===== config.mk =====
export PLATFORM = sky130hd
export DESIGN_NAME = vbw_seq_mul
export DESIGN_NICKNAME = d
export VERILOG_FILES = /design/src/rtl/vbw_seq_mul.sv
export SDC_FILE = /design/constraint.sdc
export NUM_CORES = 1
export LEC_CHECK = 0
export BUFFER_PORTS_ARGS = -buffer_cell sky130_fd_sc_hd__buf_2
export CORE_MARGIN = 5
export CORE_UTILIZATION = 35
export CTS_CLUSTER_DIAMETER = 30
export DETAILED_ROUTE_END_ITERATION = 8
export GPL_TIMING_DRIVEN = 0
export SYNTH_ARGS = -nofsm -noshare
export SYNTH_HDL_FRONTEND = slang
export SYNTH_SLANG_ARGS = --single-unit

===== constraint.sdc =====
create_clock -name clk -period 7.6 [get_ports clk]
set_input_delay 1.52 -clock clk [delete_from_list [all_inputs] [get_ports clk]]
set_output_delay 1.52 -clock clk [all_outputs]
set_load 0.005 [all_outputs]

===== src/rtl/vbw_seq_mul.sv =====
// vbw_seq_mul: iterative shift-and-add multiplier with lanes.
// The 64-bit datapath splits into 1x64, 2x32, 4x16 or 8x8 lanes.
// Every busy cycle does one lane-isolated add. Carries never cross a lane boundary.
// Each lane returns (a_lane * b_lane) mod 2^L.
// The job runs for a fixed L cycles, even when an operand is zero.
module vbw_seq_mul #(
    parameter int WIDTH = 64,
    parameter int CNT_W = 7
) (
    input  logic             clk,
    input  logic             rst_n,
    input  logic             in_valid,
    output logic             in_ready,
    input  logic [WIDTH-1:0] a,
    input  logic [WIDTH-1:0] b,
    input  logic [1:0]       control,
    output logic             out_valid,
    input  logic             out_ready,
    output logic [WIDTH-1:0] p,
    output logic             busy
);

    // The lane map is built from byte slices. The narrowest lane is one byte.
    localparam int NBYTES = WIDTH / 8;

    typedef enum logic [1:0] {
        ST_IDLE = 2'd0,
        ST_BUSY = 2'd1,
        ST_DONE = 2'd2
    } state_t;

    state_t           state_q, state_d;
    logic [WIDTH-1:0] mc_q, mc_d;     // multiplicand, shifts left inside each lane
    logic [WIDTH-1:0] mp_q, mp_d;     // multiplier, shifts right inside each lane
    logic [WIDTH-1:0] acc_q, acc_d;   // running partial products
    logic [WIDTH-1:0] p_q, p_d;       // finished result shown on p
    logic [1:0]       mode_q, mode_d; // lane mode latched when the job is accepted
    logic [CNT_W-1:0] cnt_q, cnt_d;   // iterations left, minus one

    // Lane geometry, derived from the latched mode.
    logic [2:0]        lane_mask;     // byte-index bits that vary within one lane
    logic [NBYTES-1:0] lane_start;    // byte holds the LSB of its lane
    logic [NBYTES-1:0] lane_end;      // byte holds the MSB of its lane
    logic [NBYTES-1:0] add_en;        // this byte's lane adds mc on this cycle
    logic [WIDTH-1:0]  msb_mask;      // one bit set at each lane MSB
    logic [WIDTH-1:0]  lsb_mask;      // one bit set at each lane LSB
    logic [WIDTH-1:0]  addend_w;      // mc, gated per lane by the multiplier LSB
    logic [WIDTH-1:0]  sum_w;         // acc + addend, carries cut at lane boundaries
    logic [WIDTH-1:0]  shl_w;         // mc shifted left by one inside each lane
    logic [WIDTH-1:0]  shr_w;         // mp shifted right by one inside each lane
    logic [CNT_W-1:0]  first_cnt;     // L-1 for the mode being accepted

    // Map the latched mode to the byte-index bits shared by one lane.
    always_comb begin
        lane_mask = 3'd0;
        case (mode_q)
            2'b00:   lane_mask = 3'd7;
            2'b01:   lane_mask = 3'd3;
            2'b10:   lane_mask = 3'd1;
            default: lane_mask = 3'd0;
        endcase
    end

    // Map the incoming control to the starting iteration count, L-1.
    always_comb begin
        first_cnt = CNT_W'(7);
        case (control)
            2'b00:   first_cnt = CNT_W'(63);
            2'b01:   first_cnt = CNT_W'(31);
            2'b10:   first_cnt = CNT_W'(15);
            default: first_cnt = CNT_W'(7);
        endcase
    end

    // Per-byte lane masks, gated addend and multiplier-LSB selection.
    for (genvar gi = 0; gi < NBYTES; gi++) begin : g_byte
        localparam logic [2:0] BI = 3'(gi);
        // Index of the first byte of the lane that contains this byte.
        logic [2:0] base_byte;

        assign base_byte      = BI & ~lane_mask;
        assign lane_start[gi] = ((BI & lane_mask) == 3'd0);
        assign lane_end[gi]   = ((BI & lane_mask) == lane_mask);
        assign add_en[gi]     = mp_q[{base_byte, 3'b000}];

        assign msb_mask[8*gi +: 8] = {lane_end[gi], 7'd0};
        assign lsb_mask[8*gi +: 8] = {7'd0, lane_start[gi]};
        assign addend_w[8*gi +: 8] = add_en[gi] ? mc_q[8*gi +: 8] : 8'd0;
    end

    // Lane-isolated add.
    // Clearing each lane MSB before the full-width add means no carry can leave a lane.
    // The MSB is then rebuilt as a ^ b ^ carry-in, and that lane's carry-out is dropped.
    always_comb begin
        sum_w = ((acc_q & ~msb_mask) + (addend_w & ~msb_mask))
              ^ ((acc_q ^ addend_w) & msb_mask);
    end

    // Lane-local shifts.
    // A bit that crosses a lane boundary is dropped, and zero fills in from the lane edge.
    always_comb begin
        shl_w = (mc_q << 1) & ~lsb_mask;
        shr_w = (mp_q >> 1) & ~msb_mask;
    end

    // Next-state logic, datapath updates and handshake outputs for the FSM.
    always_comb begin
        state_d   = state_q;
        mc_d      = mc_q;
        mp_d      = mp_q;
        acc_d     = acc_q;
        p_d       = p_q;
        mode_d    = mode_q;
        cnt_d     = cnt_q;
        in_ready  = 1'b0;
        out_valid = 1'b0;
        busy      = 1'b0;
        case (state_q)
            ST_IDLE: begin
                in_ready = 1'b1;
                if (in_valid) begin
                    mc_d    = a;
                    mp_d    = b;
                    mode_d  = control;
                    acc_d   = '0;
                    cnt_d   = first_cnt;
                    state_d = ST_BUSY;
                end
            end
            ST_BUSY: begin
                busy  = 1'b1;
                acc_d = sum_w;
                mc_d  = shl_w;
                mp_d  = shr_w;
                if (cnt_q == '0) begin
                    // Latch the result so p stays stable for as long as DONE lasts.
                    p_d     = sum_w;
                    state_d = ST_DONE;
                end else begin
                    cnt_d = cnt_q - 1'b1;
                end
            end
            ST_DONE: begin
                out_valid = 1'b1;
                if (out_ready) begin
                    state_d = ST_IDLE;
                end
            end
            default: begin
                state_d = ST_IDLE;
            end
        endcase
    end

    // State and datapath registers.
    // The asynchronous reset drops any job in flight and clears p.
    always_ff @(posedge clk or negedge rst_n) begin
        if (!rst_n) begin
            state_q <= ST_IDLE;
            mc_q    <= '0;
            mp_q    <= '0;
            acc_q   <= '0;
            p_q     <= '0;
            mode_q  <= 2'b00;
            cnt_q   <= '0;
        end else begin
            state_q <= state_d;
            mc_q    <= mc_d;
            mp_q    <= mp_d;
            acc_q   <= acc_d;
            p_q     <= p_d;
            mode_q  <= mode_d;
            cnt_q   <= cnt_d;
        end
    end

    assign p = p_q;

endmodule

==> run summary <==
Post-route ant nets -> 0
Placed Area -> 17000 sq um
HP Class -> flip-flop to flip-flop
Worst Path Required -> 8.03 ns
Initial Util -> 35.4%
Nets -> 2297
Maximum VDD drop -> 0.248 mV
Total Wirelength -> 51700 microns
RSZ-0062 raised after global routing -> false
DP HPWL -> 38500 microns
Synthesized Nets -> 2023
Via density -> 5.31
Number of hold buffers added after cts -> 0
Setup crit end kind -> flip-flop
Clk sinks -> 267
CP startpoint kind -> flip-flop
Layout cells sized above 1 -> 16.1%
Minimum hold slack -> 0.466 ns
Cts repair resizes -> 0
Initial antenna violation count -> 7
Largest net degree at the start of global routing -> 117
DRT Pass-1 Iters -> 5
Critical setup path kind -> flip-flop to flip-flop
Slew Limit Fails -> 0
Multi-input logic area -> 8010 sq um
Grt met3 use -> 4.95%
Placement Rows -> 76
Final setup violation count -> 0
Seq/Total Area, Yosys -> 43.8%
Post-CTS Repair Setup Buffers -> 0
Number of hold violations in the final report -> 0
Max FO, Critical Path -> 10
Flops & latches, synth -> 267
Leak -> 0.00901 uW
Synth warn -> 0
CTS Buf Count -> 70
Setup_tns -> 0 ns
CTS clk-pin slew, worst paths -> 0.05 ns
Global route overflow -> 0
Most frequent cells in the layout -> nand2_1 (374), dfrtp_1 (267), buf_2 (202)
DRT iter0 DRCs -> 1146
Die X -> 219 microns
GRT met1 Usage -> 28.8%
Met2 usage -> 34.4%
DP Cell Count -> 2611
IO buf count -> 200
Final worst-path cycle share -> 73.9%
Syn Inst Count -> 1824
Worst-margin pin slew -> 1.29 ns
Residual DRC count -> 0
Number of synthesized flops with an enable pin -> 0
RD Place Congestion -> 0.944
Clock Tree Root -> clkbuf_16
Die Span Y -> 219 microns
Arr. time, crit path -> 6.04 ns
First-pass GRT wire length -> 82000 microns
CTS tree -> yes
IO Pins -> 201
Max Fclk -> 178 MHz
Max-Cap Viols -> 0
Pwr/cell area -> 616 nW/um^2
Post-Syn Area -> 15300 sq um
Fillers -> 4326
FF/Latch Area -> 6680 sq um
Library cells used by synthesis -> 68
Syn-to-layout area delta -> 27.7%
FFs w/ async S/R, synth -> 100%
Synthesized area per cell -> 8.36 sq um
Skew-Pair Late Insertion Delay -> 0.58 ns
H-tree depth -> 3
GRT Total Usage -> 21.6%
Finished Layout Cells -> 2742
Final Core Density -> 45.2%
Vias in the first global route -> 14800
Outcome -> completed
Average wire per standard cell -> 18.8 microns
Post-route minimum period -> 5.62 ns
CORE AREA -> 43100 sq um
Clk buf depth -> 3
Full die area -> 47800 sq um
Layout Skew -> 0.0255 ns
Vias post-DR -> 14600
Relative slew slack -> 14.0%
Final instance area -> 19500 sq um
Primary FF master, synth -> dfrtp_1
Most common cell after layout, fill and taps aside -> nand2_1
Gr busiest metal -> met2
-- layer usage --
| layer | share of wire, % | vias up | wire length (microns) |
|---|---|---|---|
| li1 | - | 6959 | - |
| met1 | 44 | 6976 | 22900 |
| met2 | 45 | 502 | 23300 |
| met3 | 7.0 | 111 | 3610 |
| met4 | 3.4 | 6 | 1770 |
| met5 | 0.079 | - | 41 |
-- path summary, 6_finish.rpt --
path / from / endpoint / slack, ns / cells after the start
setup / recovery: mode_q[1]$_DFFE_PN0P_ / p[54]$_DFFE_PN0P_ / 1.98 / 16
hold / removal: p[41]$_DFFE_PN0P_ / p[41]$_DFFE_PN0P_ / 0.47 / 2
setup reg to reg: mode_q[1]$_DFFE_PN0P_ / p[54]$_DFFE_PN0P_ / 1.98 / 16
hold reg to reg: p[41]$_DFFE_PN0P_ / p[41]$_DFFE_PN0P_ / 0.47 / 2
max in group asynchronous: rst_n / p[23]$_DFFE_PN0P_ / 5.67 / 2
min in group asynchronous: rst_n / mp_q[28]$_DFFE_PN0P_ / 0.89 / 1
-- critical path, cell delays in order (launching register included) --
cell      delay (ns)
dfrtp_1         0.36
buf_1           0.52
nand2_1         0.57
mux2i_1         0.74
nor2b_1         0.12
ha_1            0.42
nand3_1         0.14
nor2_1          0.11
o21ai_0         0.19
a21oi_1         0.43
o21ai_1         0.25
o31a_1          0.34
o21a_1          0.27
o31ai_2         0.42
a21boi_0        0.20
xor2_1          0.26
o21ai_0         0.13
-- kinds of logic after synthesis --
| group | synth area share, % |
|---|---|
| adder cells (fa/ha/maj) | 5.38 |
| AND/OR/NAND/NOR | 22.0 |
| flip-flops | 43.8 |
| buffers and inverters | 3.69 |
| AO/OA/AOI/OAI | 19.9 |
| XOR/XNOR | 4.36 |
| multiplexers | 0.878 |
-- cells in the mapped netlist, types with 4 or more instances --
cell type | instances | area (sq um)
inv_1 | 23 | 86.3
nor3_1 | 14 | 70.1
o31ai_1 | 4 | 30.0
and4_1 | 5 | 43.8
ha_1 | 64 | 801
a21oi_1 | 73 | 365
dfrtp_1 | 267 | 6680
a221o_1 | 4 | 40.0
clkbuf_1 | 113 | 424
o21bai_1 | 8 | 60.1
o21a_1 | 6 | 45.0
o21ai_0 | 147 | 736
nand2_1 | 374 | 1400
nand4_1 | 24 | 150
nor4_1 | 4 | 25.0
o21ai_1 | 18 | 90.1
a21boi_0 | 4 | 30.0
nand2b_1 | 9 | 56.3
nor2_1 | 162 | 608
mux2i_1 | 10 | 100
a221oi_1 | 5 | 43.8
and2_1 | 24 | 150
buf_1 | 10 | 37.5
and3_1 | 10 | 62.6
xor2_1 | 35 | 307
a21o_1 | 51 | 383
nor2b_1 | 50 | 313
a31oi_1 | 128 | 801
xnor2_1 | 41 | 359
nand3_1 | 81 | 405
-- final cells by class --
class	instances	area share [%]
antenna	2	0.0257
buffer	126	2.45
clock buffer	87	10.0
clock inverter	42	2.43
inverter	23	0.443
multi-input combinational	1408	41.1
sequential	267	34.3
tap	585	3.76
timing repair buffer	202	5.47
-- flip-flops by register name (all words and copies together), names as in the netlist --
register	count
mc_q	64
p	64
acc_q	64
state_q	2
cnt_q	7
mp_q	64
mode_q	2
-- metrics by stage --
stage | total power [uW] | setup WS [ns]
after detailed placement | 8980 | 2.00
after global placement | 8850 | -0.0519
after CTS | 12100 | 1.98
after floorplan | 7030 | 3.60
final | 12000 | 1.98
after global routing | 13000 | 1.65
-- where the power goes --
part	total, uW	leakage [uW]	switching, uW	internal, uW
logic	6330	0.00458	3990	2340
registers	2640	0.00325	462	2170
clock network	3030	0.00118	940	2090
total	12000	0.00901	5400	6610
Power figures use the tool's default switching activity.
